File: config.mk
export PLATFORM = sky130hd
export DESIGN_NAME = count_sequencer
export DESIGN_NICKNAME = d
export VERILOG_FILES = /design/src/rtl/count_seq_pkg.sv /design/src/rtl/count_sequencer_tick_prescaler.sv /design/src/rtl/count_sequencer.sv
export SDC_FILE = /design/constraint.sdc
export NUM_CORES = 1
export LEC_CHECK = 0
export ABC_CLOCK_PERIOD_IN_PS = 2400
export CAP_MARGIN = 30
export CORE_UTILIZATION = 40
export DETAILED_ROUTE_END_ITERATION = 8
export GPL_TIMING_DRIVEN = 0
export MAX_ROUTING_LAYER = met4
export PLACE_DENSITY = 0.74
export SETUP_SLACK_MARGIN = 0.15
export SLEW_MARGIN = 40
export SYNTH_ARGS = -nofsm -noshare
export SYNTH_HDL_FRONTEND = slang
export SYNTH_HIERARCHICAL = 1
export SYNTH_SLANG_ARGS = --single-unit
File: constraint.sdc
create_clock -name clk -period 2.4 [get_ports clk]
set_input_delay 0.6 -clock clk [delete_from_list [all_inputs] [get_ports clk]]
set_output_delay 0.6 -clock clk [all_outputs]
set_load 0.03 [all_outputs]
File: src/rtl/count_seq_pkg.sv
// Shared types and sizing helpers for the count sequencer and its prescaler.
package count_seq_pkg;

  typedef enum logic [1:0] {
    IDLE = 2'd0,
    RUN  = 2'd1,
    DONE = 2'd2
  } state_e;

  localparam int DEF_PRESCALE = 2;

  // Prescaler counter width: clog2(presc), never narrower than one bit.
  function automatic int presc_width(input int presc);
    return (presc > 1) ? $clog2(presc) : 1;
  endfunction

  localparam int PRESC_W = presc_width(DEF_PRESCALE);

endpackage

File: src/rtl/count_sequencer_tick_prescaler.sv
// Modulo-PRESCALE counter; tick is high on the edge where the counter wraps.
module tick_prescaler
  import count_seq_pkg::*;
#(
  parameter int PRESCALE = DEF_PRESCALE,
  parameter int CNT_W    = PRESC_W
) (
  input  logic clk,
  input  logic reset,
  input  logic clear,
  input  logic enable,
  output logic tick
);

  localparam logic [CNT_W-1:0] LAST = CNT_W'(PRESCALE - 1);

  logic [CNT_W-1:0] cnt_q, cnt_d;

  always_comb begin
    cnt_d = cnt_q;
    tick  = 1'b0;
    if (clear) begin
      cnt_d = '0;
    end else if (enable) begin
      if (cnt_q == LAST) begin
        cnt_d = '0;
        tick  = 1'b1;
      end else begin
        cnt_d = cnt_q + 1'b1;
      end
    end
  end

  always_ff @(posedge clk or posedge reset) begin
    if (reset) cnt_q <= '0;
    else       cnt_q <= cnt_d;
  end

endmodule

File: src/rtl/count_sequencer.sv
// Run-control sequencer: bounded one-shot or periodic counting to a latched
// target, advancing once per PRESCALE clocks.
module count_sequencer
  import count_seq_pkg::*;
#(
  parameter int WIDTH    = 4,
  parameter int PRESCALE = 2
) (
  input  logic             clk,
  input  logic             reset,
  input  logic             start,
  input  logic             stop,
  input  logic             pause,
  input  logic             periodic,
  input  logic [WIDTH-1:0] target,
  output logic [WIDTH-1:0] count,
  output logic             busy,
  output logic             done,
  output logic             err
);

  state_e           state_q, state_d;
  logic [WIDTH-1:0] count_q, count_d;
  logic [WIDTH-1:0] target_q, target_d;
  logic             periodic_q, periodic_d;
  logic             busy_q, busy_d;
  logic             done_q, done_d;
  logic             err_q, err_d;
  logic             tick;
  logic [WIDTH:0]   count_inc;

  // Prescaler only runs while counting; every other state parks it at zero.
  tick_prescaler #(
    .PRESCALE (PRESCALE),
    .CNT_W    (presc_width(PRESCALE))
  ) u_presc (
    .clk    (clk),
    .reset  (reset),
    .clear  (stop || (state_q != RUN)),
    .enable ((state_q == RUN) && !pause),
    .tick   (tick)
  );

  assign count_inc = {1'b0, count_q} + {{WIDTH{1'b0}}, 1'b1};

  always_comb begin
    state_d    = state_q;
    count_d    = count_q;
    target_d   = target_q;
    periodic_d = periodic_q;
    done_d     = 1'b0;
    err_d      = 1'b0;
    if (stop) begin
      state_d = IDLE;
      count_d = '0;
    end else if (start && (state_q != RUN)) begin
      if (target != '0) begin
        state_d    = RUN;
        count_d    = '0;
        target_d   = target;
        periodic_d = periodic;
      end else begin
        err_d = 1'b1;
      end
    end else if ((state_q == RUN) && tick) begin
      // Only a periodic run can sit at the target while still in RUN.
      if (count_q == target_q) begin
        count_d = '0;
      end else if (count_inc == {1'b0, target_q}) begin
        count_d = target_q;
        done_d  = 1'b1;
        if (!periodic_q) state_d = DONE;
      end else begin
        count_d = count_inc[WIDTH-1:0];
      end
    end
    busy_d = (state_d == RUN);
  end

  always_ff @(posedge clk or posedge reset) begin
    if (reset) begin
      state_q    <= IDLE;
      count_q    <= '0;
      target_q   <= '0;
      periodic_q <= 1'b0;
      busy_q     <= 1'b0;
      done_q     <= 1'b0;
      err_q      <= 1'b0;
    end else begin
      state_q    <= state_d;
      count_q    <= count_d;
      target_q   <= target_d;
      periodic_q <= periodic_d;
      busy_q     <= busy_d;
      done_q     <= done_d;
      err_q      <= err_d;
    end
  end

  assign count = count_q;
  assign busy  = busy_q;
  assign done  = done_q;
  assign err   = err_q;

endmodule

==> out/results.ini <==
[critical_path]
end_kind=register
path_max_fanout=4
crit_type=in -> reg
crit_required_ns=2.63
crit_arrival_ns=2.35
cp-start-kind=input port
r2r_cells=7
worstReg2RegEnd=state_q[1]
regToRegStartpoint=state_q[1]
r2r_slack_ns=0.30

[logic_synthesis]
async_reset_ff_frac=1.00
syn_nets=86
synth_top_cell_by_area=dfrtp_1
yosysTopAreaCellShare=0.437
syn_area_per_cell_sq_um=11.5
synth-edff-count=0
synthTopCellsByArea=dfrtp_1, mux2_2, xnor2_1
netlist_area_sq_um=860
synth_seq_area_share=0.437
synth_cells=75
ys_seq_elements=15
synth_cell_types=34
yosysWarningCount=6
ys.flop_type=dfrtp_1

[cells_and_area]
layout_common_cells=dfrtp_1, clkdlybuf4s50_1, mux2_2, xnor2_1
synthToLayoutAreaGrowth_pct=27.5
drive_above_1_share=0.168
nNetsFinal=107
n_antenna_cell=0

[floorplan]
initial_core_util=0.434
num_rows=16
die_w_microns=48.4
ioPinCount=17
die_h_microns=48.4
coreArea_sq_um=1980
die_area_sq_um=2340

[sta]
max_freq_mhz=472
slew_headroom=0.575
maxSlewViolCount=0
fin_crit_sh=0.883
finalClockSkew_ns=0.00565
tightestPinTransition_ns=0.633
whs_ns=0.468
rsz0062_at_grt=no
fin_setup_tns_ns=0
finalCriticalPeriod_ns=2.12
setup_viol=0
hold_violations=0

[routing]
drt-total-wl_mm=1.57
wl_per_cell_microns=12.8
drc_errors=0
drt_pass1_iterations=4
vias_per_cell=5.52
final_antenna_net_count=0
drtIter0Drc=13
vias=674

[global_routing]
grt_first_pass_wirelength_mm=2.80
grt_max_degree=15
grt_antenna_before_repair=0
grt_pass1_vias=608
met2_usage=0.249
gr-total-overflow=0
grtUsageMet1=0.204
grtUsageMet3=0.0283
grt_busiest_layer=met2
grt_use_total=0.160

[clocking]
cts_sinks=15
clock_latency_ns=0.28
clockBufferDepth=2
cts_tree=yes
cts_buffers=3
path_clk_slew_ns=0.09
htree_levels=1
cts_root_buffer=clkbuf_4

[pwr]
ir_drop_mv=0.346
p_total_mw=0.550
power.density_nw_per_um2=502
leakage_nw=0.449

[min_path]
hold_class=in -> async

[place]
io_buffers=16
dpl.hpwl_mm=1.22
place.gp.congestion=0.771

[flow_run]
max-cap-violations=0

[outcome]
status=completed

## logic make-up (layout without fill, tap and decap cells)
group,count (synthesis),count (layout),synth area share
buf+inv,3,23,0.0218
fa+ha+maj,1,1,0.0146
compound gates,14,14,0.135
xor+xnor,9,9,0.109
flops,15,15,0.437
simple gates,27,27,0.204
mux,6,6,0.0786
## area by class of cell
type / count / area (sq um)
Inverter: 2 / 7.51
Tap cell: 27 / 33.8
Buffer: 1 / 11.3
Fill cell: 171 / 886
Timing Repair Buffer: 16 / 159
Clock buffer: 4 / 26.3
Multi-Input combinational cell: 57 / 483
Sequential cell: 15 / 375
## worst max path at each step
| stage | start | end | slack [ns] | cells after the start |
|---|---|---|---|---|
| 2_1_floorplan | stop | state_q[1] | 0.41 | 6 |
| 3_3_place_gp | stop | state_q[1] | -0.28 | 7 |
| 3_5_place_dp | stop | count[2] | -0.28 | 7 |
| 4_1_cts | state_q[1] | state_q[1] | 0.31 | 7 |
| 5_1_grt | state_q[1] | state_q[1] | 0.17 | 7 |
| 6_report | target[0] | count[0] | 0.28 | 4 |
## per-layer routing
metal,routed length (microns),vias up
li1,-,323
met1,731,331
met2,751,16
met3,58,4
met4,25,0
met5,0,-
## cells in the mapped netlist, drive strengths merged (2+ instances only)
| cell type | count |
|---|---|
| nand4bb | 2 |
| nor2b | 3 |
| inv | 2 |
| dfrtp | 15 |
| nand2 | 4 |
| xnor2 | 6 |
| nor2 | 5 |
| or2 | 2 |
| o311ai | 2 |
| a22o | 2 |
| a41oi | 2 |
| a211oi | 3 |
| mux2 | 6 |
| and3b | 2 |
| xor2 | 2 |
## report_power, final
group / internal (mW) / switching, mW / leakage (nW) / total [mW]
clock: 0.0646 / 0.0802 / 0.0150 / 0.145
combinational: 0.0595 / 0.0530 / 0.238 / 0.113
sequential: 0.272 / 0.0206 / 0.196 / 0.293
total: 0.397 / 0.154 / 0.449 / 0.550
## registers in the layout, summed over array words and instances (netlist names)
| name | flops |
|---|---|
| busy | 1 |
| u_presc/cnt_q | 1 |
| done | 1 |
| periodic_q | 1 |
| target_q | 4 |
| err | 1 |
| count | 4 |
| state_q | 2 |
## critical path, cell delays in order
cell and delay (ns):
clkdlybuf4s50_1 0.43, o41a_1 0.46, a211oi_1 0.58, mux2_2 0.27
## timing repair
item                                    4_1_cts  5_1_grt
endpoints found under the setup margin        3        0
endpoints found under the hold margin         0        0
hold buffers                                  0        0
buffers inserted                              0        0
gates resized for setup                       4        0
## metrics by stage
step | setup WS [ns] | instances | area (sq um) | utilization
2_1_floorplan | 0.408 | 75 | 860 | -
3_3_place_gp | -0.281 | 118 | 1050 | 0.532
3_5_place_dp | -0.280 | 118 | 1050 | 0.532
4_1_cts | 0.308 | 122 | 1100 | 0.553
5_1_grt | 0.169 | 122 | 1100 | 0.553
6_report | 0.281 | 122 | 1100 | 0.553
(Power assumes the default switching activity.)
